## src/rtl/sram_pkg.sv

```systemverilog
// Shared types and helpers for the simple-dual-port SRAM.
// Provides the FSM state type, read-during-write mode codes and the byte-lane merge.
package sram_pkg;

    typedef enum logic {
        CLEAR = 1'b0,
        READY = 1'b1
    } sram_state_t;

    localparam int RDW_READ_FIRST  = 0;
    localparam int RDW_WRITE_FIRST = 1;

    // Widest data word the merge helper supports; callers size-cast in and out.
    localparam int MERGE_W = 256;

    function automatic logic [MERGE_W-1:0] be_merge(
        input logic [MERGE_W-1:0]   old_w,
        input logic [MERGE_W-1:0]   new_w,
        input logic [MERGE_W/8-1:0] be
    );
        logic [MERGE_W-1:0] res;
        res = old_w;
        for (int i = 0; i < MERGE_W/8; i++) begin
            if (be[i]) res[8*i +: 8] = new_w[8*i +: 8];
        end
        return res;
    endfunction

endpackage

```

## src/rtl/sram_rd_pipe.sv

```systemverilog
// Read-response pipeline: carries valid, error flag and data RD_LAT stages deep.
// Data registers only load on a valid beat so rdData holds between reads.
module sram_rd_pipe #(
    parameter int DAT    = 8,
    parameter int RD_LAT = 1
) (
    input  logic           clk,
    input  logic           rst,
    input  logic           in_vld,
    input  logic           in_err,
    input  logic [DAT-1:0] in_data,
    output logic           rdValid,
    output logic           rdErr,
    output logic [DAT-1:0] rdData
);

    logic           vld_p0;
    logic           err_p0;
    logic [DAT-1:0] data_p0;

    // Stage p0: array read result captured on the accepting edge
    always_ff @(posedge clk or posedge rst) begin
        if (rst) begin
            vld_p0  <= 1'b0;
            err_p0  <= 1'b0;
            data_p0 <= '0;
        end else begin
            vld_p0 <= in_vld;
            err_p0 <= in_vld & in_err;
            if (in_vld) data_p0 <= in_data;
        end
    end

    generate
        if (RD_LAT == 2) begin : g_lat2
            logic           vld_p1;
            logic           err_p1;
            logic [DAT-1:0] data_p1;

            // Stage p1: optional output register
            always_ff @(posedge clk or posedge rst) begin
                if (rst) begin
                    vld_p1  <= 1'b0;
                    err_p1  <= 1'b0;
                    data_p1 <= '0;
                end else begin
                    vld_p1 <= vld_p0;
                    err_p1 <= err_p0;
                    if (vld_p0) data_p1 <= data_p0;
                end
            end

            assign rdValid = vld_p1;
            assign rdErr   = err_p1;
            assign rdData  = data_p1;
        end else begin : g_lat1
            assign rdValid = vld_p0;
            assign rdErr   = err_p0;
            assign rdData  = data_p0;
        end
    endgenerate

endmodule

```

## src/rtl/sync_ram_dp.sv

```systemverilog
// Simple-dual-port synchronous SRAM with byte enables, 1/2-cycle read latency,
// selectable read-during-write policy and a hardware clear sweep after reset.
module sync_ram_dp
    import sram_pkg::*;
#(
    parameter int             ADR      = 8,
    parameter int             DAT      = 8,
    parameter int             DPTH     = 256,
    parameter int             RD_LAT   = 1,
    parameter int             RDW_MODE = 0,
    parameter logic [DAT-1:0] INIT_VAL = '0
) (
    input  logic             clk,
    input  logic             rst,
    input  logic             clrReq,
    input  logic             wrEn,
    input  logic [ADR-1:0]   wrAddr,
    input  logic [DAT-1:0]   wrData,
    input  logic [DAT/8-1:0] wrBe,
    input  logic             rdEn,
    input  logic [ADR-1:0]   rdAddr,
    output logic [DAT-1:0]   rdData,
    output logic             rdValid,
    output logic             rdErr,
    output logic             busy
);

    generate
        if ((DAT % 8) != 0 || DAT < 8 || DAT > MERGE_W) begin : g_bad_dat
            $error("sync_ram_dp: DAT must be a multiple of 8 in 8..%0d", MERGE_W);
        end
        if (RD_LAT != 1 && RD_LAT != 2) begin : g_bad_lat
            $error("sync_ram_dp: RD_LAT must be 1 or 2");
        end
        if (DPTH < 1 || DPTH > (2**ADR)) begin : g_bad_dpth
            $error("sync_ram_dp: DPTH must be in 1..2**ADR");
        end
    endgenerate

    localparam int           IW      = (DPTH > 1) ? $clog2(DPTH) : 1;
    localparam logic [ADR:0] DEPTH_C = (ADR+1)'(DPTH);
    localparam logic [ADR:0] LAST_C  = (ADR+1)'(DPTH - 1);

    logic [DAT-1:0] mem [DPTH];

    sram_state_t    state;
    logic [ADR:0]   cnt;
    logic           wr_ok;
    logic           rd_acc;
    logic           rd_oob;
    logic           wr_hit;
    logic [DAT-1:0] rd_word;

    assign wr_ok  = wrEn & ~busy & ({1'b0, wrAddr} < DEPTH_C);
    assign rd_acc = rdEn & ~busy;
    assign rd_oob = ({1'b0, rdAddr} >= DEPTH_C);
    assign wr_hit = wr_ok & (wrAddr == rdAddr);

    always_ff @(posedge clk or posedge rst) begin
        if (rst) begin
            state <= CLEAR;
            cnt   <= '0;
            busy  <= 1'b1;
        end else begin
            case (state)
                CLEAR: begin
                    if (cnt == LAST_C) begin
                        state <= READY;
                        busy  <= 1'b0;
                        cnt   <= '0;
                    end else begin
                        cnt <= cnt + 1'b1;
                    end
                end
                READY: begin
                    if (clrReq) begin
                        state <= CLEAR;
                        busy  <= 1'b1;
                        cnt   <= '0;
                    end
                end
                default: begin
                    state <= CLEAR;
                    busy  <= 1'b1;
                    cnt   <= '0;
                end
            endcase
        end
    end

    // Array write port: the sweep owns the array while clearing
    always_ff @(posedge clk) begin
        if (state == CLEAR) begin
            mem[cnt[IW-1:0]] <= INIT_VAL;
        end else if (wr_ok) begin
            for (int i = 0; i < DAT/8; i++) begin
                if (wrBe[i]) mem[wrAddr[IW-1:0]][8*i +: 8] <= wrData[8*i +: 8];
            end
        end
    end

    always_comb begin
        rd_word = '0;
        if (!rd_oob) begin
            rd_word = mem[rdAddr[IW-1:0]];
            // Write-first forwards the enabled lanes of the concurrent write
            if (RDW_MODE == RDW_WRITE_FIRST && wr_hit) begin
                rd_word = DAT'(be_merge(MERGE_W'(mem[rdAddr[IW-1:0]]),
                                        MERGE_W'(wrData),
                                        (MERGE_W/8)'(wrBe)));
            end
        end
    end

    sram_rd_pipe #(
        .DAT    (DAT),
        .RD_LAT (RD_LAT)
    ) u_rd_pipe (
        .clk     (clk),
        .rst     (rst),
        .in_vld  (rd_acc),
        .in_err  (rd_oob),
        .in_data (rd_word),
        .rdValid (rdValid),
        .rdErr   (rdErr),
        .rdData  (rdData)
    );

endmodule

```

## config.mk

```make
export PLATFORM = sky130hd
export DESIGN_NAME = sync_ram_dp
export DESIGN_NICKNAME = d
export VERILOG_FILES = /design/src/rtl/sram_pkg.sv /design/src/rtl/sram_rd_pipe.sv /design/src/rtl/sync_ram_dp.sv
export SDC_FILE = /design/constraint.sdc
export NUM_CORES = 2
export LEC_CHECK = 0
export CAP_MARGIN = 20
export CORE_UTILIZATION = 55
export DETAILED_ROUTE_END_ITERATION = 10
export GPL_TIMING_DRIVEN = 0
export PLACE_DENSITY = 0.74
export SLEW_MARGIN = 10
export SYNTH_ARGS = -nofsm -noshare
export SYNTH_HDL_FRONTEND = slang
export SYNTH_SLANG_ARGS = --single-unit
```

## constraint.sdc

```tcl
create_clock -name clk -period 8.8 [get_ports clk]
set_input_delay 1.76 -clock clk [delete_from_list [all_inputs] [get_ports clk]]
set_output_delay 1.76 -clock clk [all_outputs]
set_load 0.005 [all_outputs]
```

==> flow_summary.json <==
{
  "clkTransAtPathRegs_ns": 0.06,
  "via_count": 46200,
  "ys.flop_type": "edfxtp_1",
  "cts_buffers": 194,
  "start_util_pct": 55.5,
  "synth-simple-area-share_pct": 2.72,
  "globalplace.congestion": 1.01,
  "synth_edf_count": 2048,
  "cts_sinks": 2068,
  "die_x_um": 386,
  "grt_pass1_vias": 43600,
  "hold_buffers": 0,
  "synth_top_area_share_pct": 76.0,
  "synth_top_area_cell": "edfxtp_1",
  "finalCritPeriodShare_pct": 76.6,
  "yosysUniqueCellTypes": 59,
  "worstHoldPathCells": 1,
  "synth_fp_nets": 4144,
  "critPathKind": "input pin to register",
  "r2r_start": "busy$_DFFE_PP1P_",
  "io_pins": 41,
  "fp.dieH_um": 386,
  "critPathArrivalTime_ns": 7.48,
  "grt_pass1_wl_um": 349000,
  "place_ws_ns": 1.75,
  "yosys_warnings": 0,
  "final_nets": 4433,
  "cts_resized": 0,
  "hp-class": "register to register",
  "synth_area_leaders": "edfxtp_1, mux4_2, mux2i_1",
  "drt_iter0_markers": 8711,
  "design_area_sq_mm": 0.0907,
  "antenna_found_initial": 14,
  "syn_area_sq_mm": 0.0810,
  "synthTopCellsByCount": "edfxtp_1, mux2i_1, mux4_2",
  "overflow": 0,
  "muxShareOfSynthArea_pct": 14.3,
  "ys_ff_latch": 2068,
  "synthXorXnorAreaFrac_pct": 0.0216,
  "worst_pin_slew_ns": 1.36,
  "syn_to_final_growth_pct": 12.1,
  "tritoncts": "yes",
  "dieArea_sq_mm": 0.149,
  "synth_fa_ha_area_share_pct": 0.0155,
  "worst_path_most_repeated_cell": "clkbuf_1",
  "post_dp_cell_area_sq_mm": 0.0847,
  "hp-start": "cnt[8]$_DFFE_PP0P_",
  "synthMostInstantiatedCell": "edfxtp_1",
  "fin_skew_ns": 0.0293,
  "r2r_end": "mem[255][7]$_DFFE_PP_",
  "drv_cap": 0,
  "dp_hpwl_um": 175000,
  "crit_path_max_fanout": 10,
  "max_stage_delay_ns": 1.08,
  "status": "completed",
  "synth_compound_area_share_pct": 4.53,
  "synth_area_per_cell_sq_um": 19.7,
  "finalHoldViolCount": 0,
  "vdd_drop_max_mv": 0.206,
  "maxSlewViolCount": 0,
  "grt_start_max_net_pins": 89,
  "synthArstFlopShare_pct": 0.967,
  "cts_setup_buffers": 0,
  "std_cell_rows": 140,
  "cp.required_ns": 9.54,
  "rrSetupSlack_ns": 3.53,
  "nFillCells": 9825,
  "portBuffers": 37,
  "setup_viol": 0,
  "rr_worst_depth": 6,
  "min_to": "cnt[8]$_DFFE_PP0P_",
  "yosysSeqAreaShare_pct": 76.6,
  "core-area_sq_mm": 0.146,
  "powerDensity_mw_per_mm2": 230,
  "vias_per_cell": 7.13,
  "crit_slowest_cell": "a211oi_1",
  "fin_crit_ns": 6.74,
  "ant_nets": 0,
  "synth_top_family_by_area": "multiplexers",
  "wl_um": 260000,
  "track_usage_pct": 35.0,
  "crit_chain": "clkdlybuf4s50_1 -> clkbuf_1 -> clkbuf_2 -> clkbuf_1 -> a2111oi_0 -> a211oi_1 -> o211ai_1 -> o311ai_1",
  "htree_levels": 4,
  "relSlewSlack_pct": 8.08,
  "rsz0062_at_grt": "no",
  "synthCells": 4113,
  "cts-root-buf": "clkbuf_16",
  "routedWlPerCell_um": 40.1,
  "worstSetupEndpointType": "register",
  "drt_first_pass_iters": 6,
  "cts.path.max_buffers": 3,
  "finalWorstSetupSlack_ns": 2.06,
  "startpoint_type": "input pin",
  "fmax_mhz": 148,
  "insertion_delay_ns": 0.84,
  "p_leak_uw": 0.0292,
  "total_power_uw": 20900,
  "drive_above_1_share_pct": 17.8,
  "drc": 0
}
[cell families after synthesis]
logic type / after synthesis
muxes: 763
adders and majority gates: 1
xor gates and xnor gates: 2
buffers and inverters: 255
other: 1
and+or+nand+nor: 494
AOI/OAI and AO/OA: 529
DFF: 2068
[cell type report]
| type | instances | area, sq um | area share, % |
|---|---|---|---|
| timing repair buffer | 93 | 1350 | 1.48 |
| inverter | 7 | 26.3 | 0.0290 |
| clock buffer | 261 | 5310 | 5.85 |
| multi-input combinational | 1790 | 17500 | 19.3 |
| sequential | 2068 | 62000 | 68.3 |
| antenna | 8 | 20.0 | 0.0221 |
| buffer | 248 | 1470 | 1.61 |
| clock inverter | 94 | 643 | 0.709 |
| tap | 1917 | 2400 | 2.64 |
[sequential cells by signal (all words and copies together), names as in the netlist]
name / flops
busy: 1
cnt: 9
mem: 2048
state: 1
u_rd_pipe.rdData: 8
u_rd_pipe.rdValid: 1
[critical path: cells and delay by family]
family / cells / cell delay (ns)
buffers and inverters: 4 / 3.50
AOI/OAI and AO/OA: 4 / 2.19
[worst max-delay path by stage]
| stage | start | endpoint | slack (ns) | cells after the start |
|---|---|---|---|---|
| after global placement | wrBe | mem[118][7]$_DFFE_PP_ | -3.64 | 5 |
| after global routing | rdAddr[2] | u_rd_pipe.rdData[0]$_DFFE_PP0P_ | 2.52 | 8 |
| after floorplan | wrBe | mem[0][0]$_DFFE_PP_ | 2.19 | 4 |
| after detailed placement | rdAddr[2] | u_rd_pipe.rdData[0]$_DFFE_PP0P_ | 1.75 | 8 |
| final | rdAddr[2] | u_rd_pipe.rdData[6]$_DFFE_PP0P_ | 2.06 | 8 |
| after CTS | rdAddr[2] | u_rd_pipe.rdData[0]$_DFFE_PP0P_ | 2.64 | 8 |
[layer usage]
metal | up-vias | track usage, % | routed length, um
li1 | 17600 | - | -
met1 | 23400 | 44.4 | 85500
met2 | 4250 | 51.5 | 114000
met3 | 924 | 12.9 | 40000
met4 | 8 | 21.9 | 19800
met5 | - | 0 | 174
[per-stage QoR]
step | setup TNS [ns] | hold slack (ns) | util [%] | std cells
5_1_grt | 0 | 0.504 | 62.2 | 6479
3_3_place_gp | -6699.55 | 0.473 | 57.4 | 6067
2_1_floorplan | 0 | 0.454 | - | 4113
4_1_cts | 0 | 0.489 | 62.1 | 6473
3_5_place_dp | 0 | 0.474 | 58.1 | 6118
6_report | 0 | 0.485 | 62.2 | 6486
[placed cells by master (no fill, tap or decap), types with 28 or more instances in the layout]
cell and count:
a211oi_1 72, a21oi_1 45, a221oi_1 52, buf_2 33
buf_4 56, buf_6 43, clkbuf_1 154, clkbuf_16 199
clkdlybuf4s50_1 37, clkinv_1 41, clkinv_2 36, edfxtp_1 2048
mux2_2 28, mux2i_1 421, mux4_2 313, nand2_1 81
nand3_1 30, nor2_1 273, o21ai_0 61, o21ai_1 29
o221ai_1 70, o22ai_1 135
[power breakdown]
group	leakage [uW]	internal, uW	switching (uW)
clock network	0.00293	4380	3650
logic	0.00685	446	1380
registers	0.0194	10900	101
total	0.0292	15700	5130
(Power assumes the default switching activity.)
